## config.mk

```make
export PLATFORM = sky130hd
export DESIGN_NAME = quad_encoder_counter
export DESIGN_NICKNAME = d
export VERILOG_FILES = /design/src/rtl/quad_encoder_counter.sv
export SDC_FILE = /design/constraint.sdc
export NUM_CORES = 1
export LEC_CHECK = 0
export ABC_AREA = 1
export ABC_CLOCK_PERIOD_IN_PS = 2400
export CORE_MARGIN = 4
export CORE_UTILIZATION = 37
export CTS_BUF_LIST = sky130_fd_sc_hd__clkbuf_8 sky130_fd_sc_hd__clkbuf_16
export DETAILED_ROUTE_END_ITERATION = 6
export PLACE_DENSITY_LB_ADDON = 0.15
export SLEW_MARGIN = 10
export SYNTH_ARGS = -nofsm -noshare
export SYNTH_HDL_FRONTEND = slang
export SYNTH_SLANG_ARGS = --single-unit
```

## constraint.sdc

```tcl
create_clock -name clk -period 2.4 [get_ports clk]
set_input_delay 0.48 -clock clk [delete_from_list [all_inputs] [get_ports clk]]
set_output_delay 0.48 -clock clk [all_outputs]
set_load 0.03 [all_outputs]
```

## src/rtl/quad_encoder_counter.sv

```systemverilog
// Quadrature encoder front end: synchronise, glitch-filter and Gray-decode A/B into a
// wrapping signed position count, a one-cycle direction pulse and a sticky error flag.
module quad_encoder_counter #(
  parameter int CNT_WIDTH   = 16,
  parameter int SYNC_STAGES = 2,
  parameter int FILT_LEN    = 4,
  parameter int RES         = 4
) (
  input  logic                 clk,
  input  logic                 rst_n,
  input  logic                 A,
  input  logic                 B,
  input  logic                 clr,
  output logic [CNT_WIDTH-1:0] count,
  output logic [1:0]           dir,
  output logic                 err,
  output logic                 ready
);

  localparam int IW = $clog2(SYNC_STAGES + 1) + 1;
  localparam int FW = $clog2(FILT_LEN + 1);

  // Handshake: none. ready is a level (state == RUN); dir is a one-cycle pulse that is
  // valid in the cycle after the qualifying edge, with no backpressure from the consumer.

  typedef enum logic {
    ST_INIT = 1'b0,
    ST_RUN  = 1'b1
  } state_t;

  state_t state, state_nxt;

  logic [SYNC_STAGES-1:0] a_sync, b_sync;
  logic [1:0]             sync_ab;
  logic [1:0]             filt_ab;
  logic [1:0]             prev_ab;
  logic [FW-1:0]          fcnt [2];
  logic [IW-1:0]          init_cnt;
  logic                   init_done;
  logic                   in_init;
  logic                   in_run;

  logic [3:0]             trans;
  logic                   fwd_raw, rev_raw, illegal;
  logic                   qual;
  logic                   fwd_step, rev_step;

  assign sync_ab   = {a_sync[SYNC_STAGES-1], b_sync[SYNC_STAGES-1]};
  assign init_done = (init_cnt == IW'(SYNC_STAGES));

  // ---------------- FSM: state register ----------------
  always_ff @(posedge clk) begin
    if (!rst_n) begin
      state <= ST_INIT;
    end else begin
      state <= state_nxt;
    end
  end

  // ---------------- FSM: next state ----------------
  always_comb begin
    state_nxt = state;
    case (state)
      ST_INIT: if (init_done) state_nxt = ST_RUN;
      ST_RUN:  state_nxt = ST_RUN;
      default: state_nxt = ST_INIT;
    endcase
  end

  // ---------------- FSM: outputs (ready doubles as the visible state) ----------------
  always_comb begin
    in_init = 1'b0;
    in_run  = 1'b0;
    ready   = 1'b0;
    case (state)
      ST_INIT: in_init = 1'b1;
      ST_RUN: begin
        in_run = 1'b1;
        ready  = 1'b1;
      end
      default: in_init = 1'b1;
    endcase
  end

  // ---------------- INIT cycle counter ----------------
  always_ff @(posedge clk) begin
    if (!rst_n) begin
      init_cnt <= '0;
    end else if (in_init && !init_done) begin
      init_cnt <= init_cnt + IW'(1);
    end
  end

  // ---------------- input synchronisers ----------------
  always_ff @(posedge clk) begin
    if (!rst_n) begin
      a_sync <= '0;
      b_sync <= '0;
    end else begin
      a_sync <= {a_sync[SYNC_STAGES-2:0], A};
      b_sync <= {b_sync[SYNC_STAGES-2:0], B};
    end
  end

  // ---------------- glitch filter and previous-state register ----------------
  // During INIT both filt_ab and prev_ab track the synced pins so RUN starts with no
  // pending transition, whatever level the encoder happens to rest at.
  always_ff @(posedge clk) begin
    if (!rst_n) begin
      filt_ab <= '0;
      prev_ab <= '0;
      for (int i = 0; i < 2; i++) fcnt[i] <= '0;
    end else if (in_init) begin
      filt_ab <= sync_ab;
      prev_ab <= sync_ab;
      for (int i = 0; i < 2; i++) fcnt[i] <= '0;
    end else begin
      prev_ab <= filt_ab;
      for (int i = 0; i < 2; i++) begin
        if (sync_ab[i] != filt_ab[i]) begin
          if (fcnt[i] == FW'(FILT_LEN - 1)) begin
            filt_ab[i] <= sync_ab[i];
            fcnt[i]    <= '0;
          end else begin
            fcnt[i] <= fcnt[i] + FW'(1);
          end
        end else begin
          fcnt[i] <= '0;
        end
      end
    end
  end

  // ---------------- Gray-code decode ----------------
  assign trans = {prev_ab, filt_ab};

  always_comb begin
    fwd_raw = 1'b0;
    rev_raw = 1'b0;
    illegal = 1'b0;
    case (trans)
      4'b0010, 4'b1011, 4'b1101, 4'b0100: fwd_raw = 1'b1;
      4'b0001, 4'b0111, 4'b1110, 4'b1000: rev_raw = 1'b1;
      4'b0011, 4'b1100, 4'b0110, 4'b1001: illegal = 1'b1;
      default: ;
    endcase
  end

  // x1 counts only the 00<->10 edge, x2 every A edge, x4 every edge.
  always_comb begin
    qual = 1'b1;
    if (RES == 1) begin
      qual = (trans == 4'b0010) || (trans == 4'b1000);
    end else if (RES == 2) begin
      qual = prev_ab[1] ^ filt_ab[1];
    end
  end

  assign fwd_step = in_run && fwd_raw && qual;
  assign rev_step = in_run && rev_raw && qual;

  // ---------------- position, direction and error ----------------
  // clr has priority: a step landing on the same edge is dropped.
  always_ff @(posedge clk) begin
    if (!rst_n) begin
      count <= '0;
      dir   <= 2'b00;
      err   <= 1'b0;
    end else if (clr) begin
      count <= '0;
      dir   <= 2'b00;
      err   <= 1'b0;
    end else begin
      dir <= 2'b00;
      if (in_run && illegal) begin
        err <= 1'b1;
      end else if (fwd_step) begin
        count <= count + CNT_WIDTH'(1);
        dir   <= 2'b01;
      end else if (rev_step) begin
        count <= count - CNT_WIDTH'(1);
        dir   <= 2'b10;
      end
    end
  end

endmodule
```

Word-level counts from Yosys, hierarchy flattened. Memory sizes are Yosys's and may differ from the RTL's. Index checks and enable logic that the tools add are counted.

Add/subtract/negate cells: 5. Eq/ne operators: 21. Muxes and demuxes: 56. Bitwise logic cells: 11. Reductions and logical operators: 15.

Operators by type and width (count): 2-to-1 mux 1 bit (42); 2-to-1 mux 16 bit (2); equality test 4 bit (second input constant) (6); 2-to-1 mux 3 bit (8); adder 16 x 1 -> 16 bit (second input constant) (1); OR reduction 4 bit (4); subtractor 16 x 1 -> 16 bit (second input constant) (1); equality test 4 x 3 -> 1 bit (second input constant) (3); adder 3 x 1 -> 3 bit (second input constant) (3); equality test 3 x 2 -> 1 bit (second input constant) (3); equality test 4 x 2 -> 1 bit (second input constant) (2); inequality test 2 x 1 -> 1 bit (second input constant) (4); bitwise OR 1 bit (8); 2-to-1 mux 2 bit (3); AND reduction 2 bit (3); equality test 4 x 1 -> 1 bit (second input constant) (1); logical AND 1 bit (4); NOT 1 bit (3); OR reduction 3 bit (1); inequality test 1 bit (2); one-hot mux 1 bit (2 select lines) (1); nonzero test 2 bit (1); OR reduction 2 bit (1); logical NOT 1 bit (1).

Register bits after elaboration: 31. Memory bits (writable): 6. Input port bits: 5. Memories: 1.

Memory list: fcnt (depth 2, bits a word 3, rd ports 2, clocked after Yosys merged registers in 0, write ports 2, line 37) `logic [FW-1:0] fcnt [2];`.

Logic depth before layout (Yosys ltp). An unclocked memory read counts as a cell.

Word-level depth: 10. Depth in mapped cells: 15.

Least setup slack after synthesis. Ideal clock, no wire load.

Path type: reg2reg. Start point: register state. End point: register count[15]. Library setup time: 109 ps. Data arrival time: 2216 ps. Required time: 2291 ps. Path slack: 75 ps. Stages on the path, launching flop included: 12. Buffers on the path: 0. Path through: dfxtp_1 -> nand3_2 -> ha_1 -> or2_2 -> nand3_1 -> nand2_1 -> nand2_1 -> nand2_1 -> nand2_1 -> nand3_1 -> nand2_1 -> inv_1.

Cells in the longest elaborated chain, start to end: 4.

Ends and longest elaborated chain: from (decl) (line 31) `state_t state, state_nxt;`; from (signal assigned) (line 56) `state <= state_nxt;`; 2-to-1 mux 1 bit (*) (line 75) `case (state)`; logical AND 1 bit (on tied branches) (line 159, 160, 175); nonzero test 2 bit (no line) or NOT 1 bit (tied branches); AND reduction 2 bit (no line); to (signal assigned) (line 178) `count <= count + CNT_WIDTH'(1);`; to (signal assigned) (line 181) `count <= count - CNT_WIDTH'(1);`; to (decl) (line 14) `output logic [CNT_WIDTH-1:0] count,`.

Every way passes the cells marked *; elsewhere a longest branch is shown, timed or not. A chain may end at the register's enable or synchronous reset.

Worst setup path in the final report.
Start point: register filt_ab[1]. End point: register count[8].

Cells in the longest elaborated chain, start to end: 6.

Ends and longest elaborated chain: from (decl) (line 35) `logic [1:0] filt_ab;`; from (signal assigned) (line 114) `filt_ab <= sync_ab;`; from (signal, indexed assignment) (line 122) `filt_ab[i] <= sync_ab[i];`; equality test 4 x 2 -> 1 bit (tied with other cells) (line 141) `case (trans)`; OR reduction 4 bit (*) (line 141); 2-to-1 mux 1 bit (*) (line 141); logical AND 1 bit (*) (line 159) `assign fwd_step = in_run && fwd_raw && qual;`; via fwd_step (line 46) `logic fwd_step, rev_step;`; nonzero test 2 bit (no line); AND reduction 2 bit (no line).

The timed path passes the listed nets; every way through them passes the cells marked *.

==> flow_summary.yaml <==
power:
  p_int_w: 0.00121
  clockPowerShare_pct: 26.7
  p_comb_share_pct: 36.2
  ir_drop_v: 0.000401
  p_leak_nw: 1.59
  switching_share_pct: 38.0
  p_seq_share_pct: 37.2
  power.density_nw_per_um2: 680
  p_switching_w: 0.000744
floorplan:
  die_h_um: 88.7
  core_um2: 6350
  initial_core_util_pct: 37.9
  rows: 29
  die_w_um: 88.7
  die_area_um2: 7860
  io_pins: 25
run:
  drv_cap: 0
placement:
  place_congestion: 0.812
  port_buffers: 24
  dp_hpwl_um: 3860
run_status:
  status: "complete, no violations"
setup_path:
  path_common_cell: "inv_1"
  worstSetupEndpointType: "flop"
  reg2reg_depth: 15
  start_kind: "flop"
  path_cells: "inv_2, nand2_1, nand2_2, nand3_2, buf_4, inv_1, fa_1, inv_1, nand3_1, nand3_2, a21oi_1, or2_2, nand3_1, nand2_1, inv_1"
  rr_endpoint: "count[8]"
  cp.arrival_ns: 2.41
  critPathTopFamily: "simple AND/OR/NAND/NOR gates"
  path_class: "reg -> reg"
  cp_data_required_time_ns: 2.65
  slowest_stage: "fa_1"
  r2r_start: "filt_ab[1]"
  max_stage_delay_ns: 0.39
  crit_fanout: 8
  worst-path-buf-inv: 5
  r2r_slack_ns: 0.24
detailed_routing:
  vias: 2144
  wire_per_inst_um: 10.7
  wl_um: 5030
  detail-route-antenna-nets: 0
  vias_per_cell: 4.57
  drc: 0
  drtPass1Iterations: 4
  initialDrtViolationCount: 86
clocking:
  cts.htree.levels: 2
  cts_tree: "yes"
  cts_root_buf: "clkbuf_8"
  clk_latency_ns: 0.30
  cts_made_buffers: 5
  clk_pin_slew_ns: 0.08
  hold_buffers: 0
  post_cts_resized: 0
  post_cts_buffers: 0
  clock-sinks: 37
  clockBufferDepth: 2
yosys:
  yosys.cell_types.count: 30
  synth_area_um2: 2410
  synthCells: 355
  yosysTopAreaCell: "dfxtp_1"
  synth.top_cell.area_share_pct: 25.8
  seq_area_frac_synth_pct: 33.2
  syn_avg_cell_area_um2: 6.78
  synth-seq-cells: 37
  yosysWarnings: 0
  ys_top_cells_by_area: "dfxtp_1, nand2_1, inv_1, ha_1, edfxtp_1"
timing:
  setup_viol: 0
  fin_tns_setup_ns: 0
  hold_viol_final: 0
  fin_hold_ws_ns: 0.420
  drv_slew: 0
  period_share_pct: 90.2
  min_period_ns: 2.16
  fmax_mhz: 462
  finClkSkew_ns: 0.00587
  rsz0062_at_grt: "no"
min_path:
  hold_start: "a_sync[0]"
  min_delay_worst_endpoint: "a_sync[1]"
  holdPathStages: 2
  hp-class: "reg -> reg"
finish:
  antenna_cells: 0
  nets: 418
  syn_to_final_growth_pct: 19.6
  drive_above_1_share_pct: 8.16
  num-fill-cells: 632
grt:
  use_met1_pct: 18.0
  grt_busiest_layer: "met2"
  grt_first_pass_wirelength_um: 8840
  antenna_found_initial: 0
  use_met2_pct: 24.2
  grt_start_max_net_pins: 33
  overflow: 0
  first_global_vias: 1965
  grt_use_met3_pct: 3.26
  track_usage_pct: 14.4
[per-stage QoR]
stage	power, W	util, %	instances	area, um2	worst slack, ns
3_5_place_dp	0.00145	43.5	461	2760	0.141
2_1_floorplan	0.00129	-	360	2430	0.0755
3_3_place_gp	0.00145	43.5	461	2760	0.157
5_1_grt	0.00213	45.4	469	2880	0.0460
6_report	0.00196	45.4	469	2880	0.236
4_1_cts	0.00199	45.2	469	2870	0.117
[kinds of logic after synthesis]
kind of cell | share of synthesized area (%)
simple gates | 28.2
buf+inv | 13.6
compound gates | 10.5
flops | 33.2
fa+ha+maj | 11.7
xor+xnor | 2.55
other cells | 0.156
[worst register-to-register path, stage by stage, from the launching register on]
cell and delay [ns]:
dfxtp_2 0.38, inv_2 0.05, nand2_1 0.07, nand2_2 0.07, nand3_2 0.08, buf_4 0.16
inv_1 0.06, fa_1 0.39, inv_1 0.10, nand3_1 0.10, nand3_2 0.11, a21oi_1 0.10
or2_2 0.28, nand3_1 0.07, nand2_1 0.05, inv_1 0.04
[sequential cells by signal (all words and copies together), names as in the netlist]
name and cells:
state 1, count 16, a_sync 2, dir 2, prev_ab 2, err 1
init_cnt 3, filt_ab 2, fcnt 6, b_sync 2
[Yosys cell counts (all sizes together)]
| library cell | number |
|---|---|
| fa | 1 |
| clkbuf | 1 |
| ha | 21 |
| o211ai | 1 |
| nand4 | 3 |
| nor2 | 25 |
| a21oi | 24 |
| inv | 77 |
| o221ai | 1 |
| dfxtp | 31 |
| nor3 | 3 |
| edfxtp | 6 |
| o21ai | 21 |
| xnor2 | 3 |
| xor2 | 4 |
| a211oi | 1 |
| or2 | 2 |
| nand3b | 1 |
| nand2 | 98 |
| conb | 1 |
| nand3 | 26 |
| buf | 4 |
[power by group through the flow]
stage	Clock, W	Combinational, W	Sequential [W]
2_1_floorplan	0	0.000511	0.000778
3_3_place_gp	0	0.000707	0.000742
3_5_place_dp	0	0.000710	0.000743
4_1_cts	0.000545	0.000715	0.000728
5_1_grt	0.000565	0.000827	0.000737
6_report	0.000523	0.000708	0.000728
[how the worst max path moves through the flow]
stage,cells past startpoint,to,startpoint,slack (ns)
floorplan,11,count[15],state,0.08
global placement,15,count[8],filt_ab[0],0.16
detailed placement,15,count[8],filt_ab[1],0.14
CTS,15,count[8],filt_ab[1],0.12
global route,15,count[10],filt_ab[1],0.05
finish,15,count[8],filt_ab[1],0.24
[area by class of cell]
cell class	count	area [um2]	area share, %
clock inverters	2	16.3	0.564
multi-input cells	241	1300	45.2
repair buffers	29	278	9.64
flip-flops and latches	37	805	27.9
well taps	77	96.3	3.34
inverters	77	289	10.0
clock buffers	6	93.8	3.26
[per-layer routing]
metal  vias to the layer above  wire length (um)
met4                         0                93
met5                         -                 0
met1                       931              2460
met3                         9               160
li1                       1175                 -
met2                        29              2310
[placed cells by master (no fill, tap or decap), drive strengths merged, types with 21 or more instances in the layout]
| cell | n |
|---|---|
| nand2 | 98 |
| a21oi | 24 |
| o21ai | 21 |
| ha | 21 |
| nor2 | 25 |
| dfxtp | 31 |
| clkdlybuf4s50 | 24 |
| inv | 77 |
| nand3 | 26 |
No activity file was read; power rests on OpenSTA's default activity.
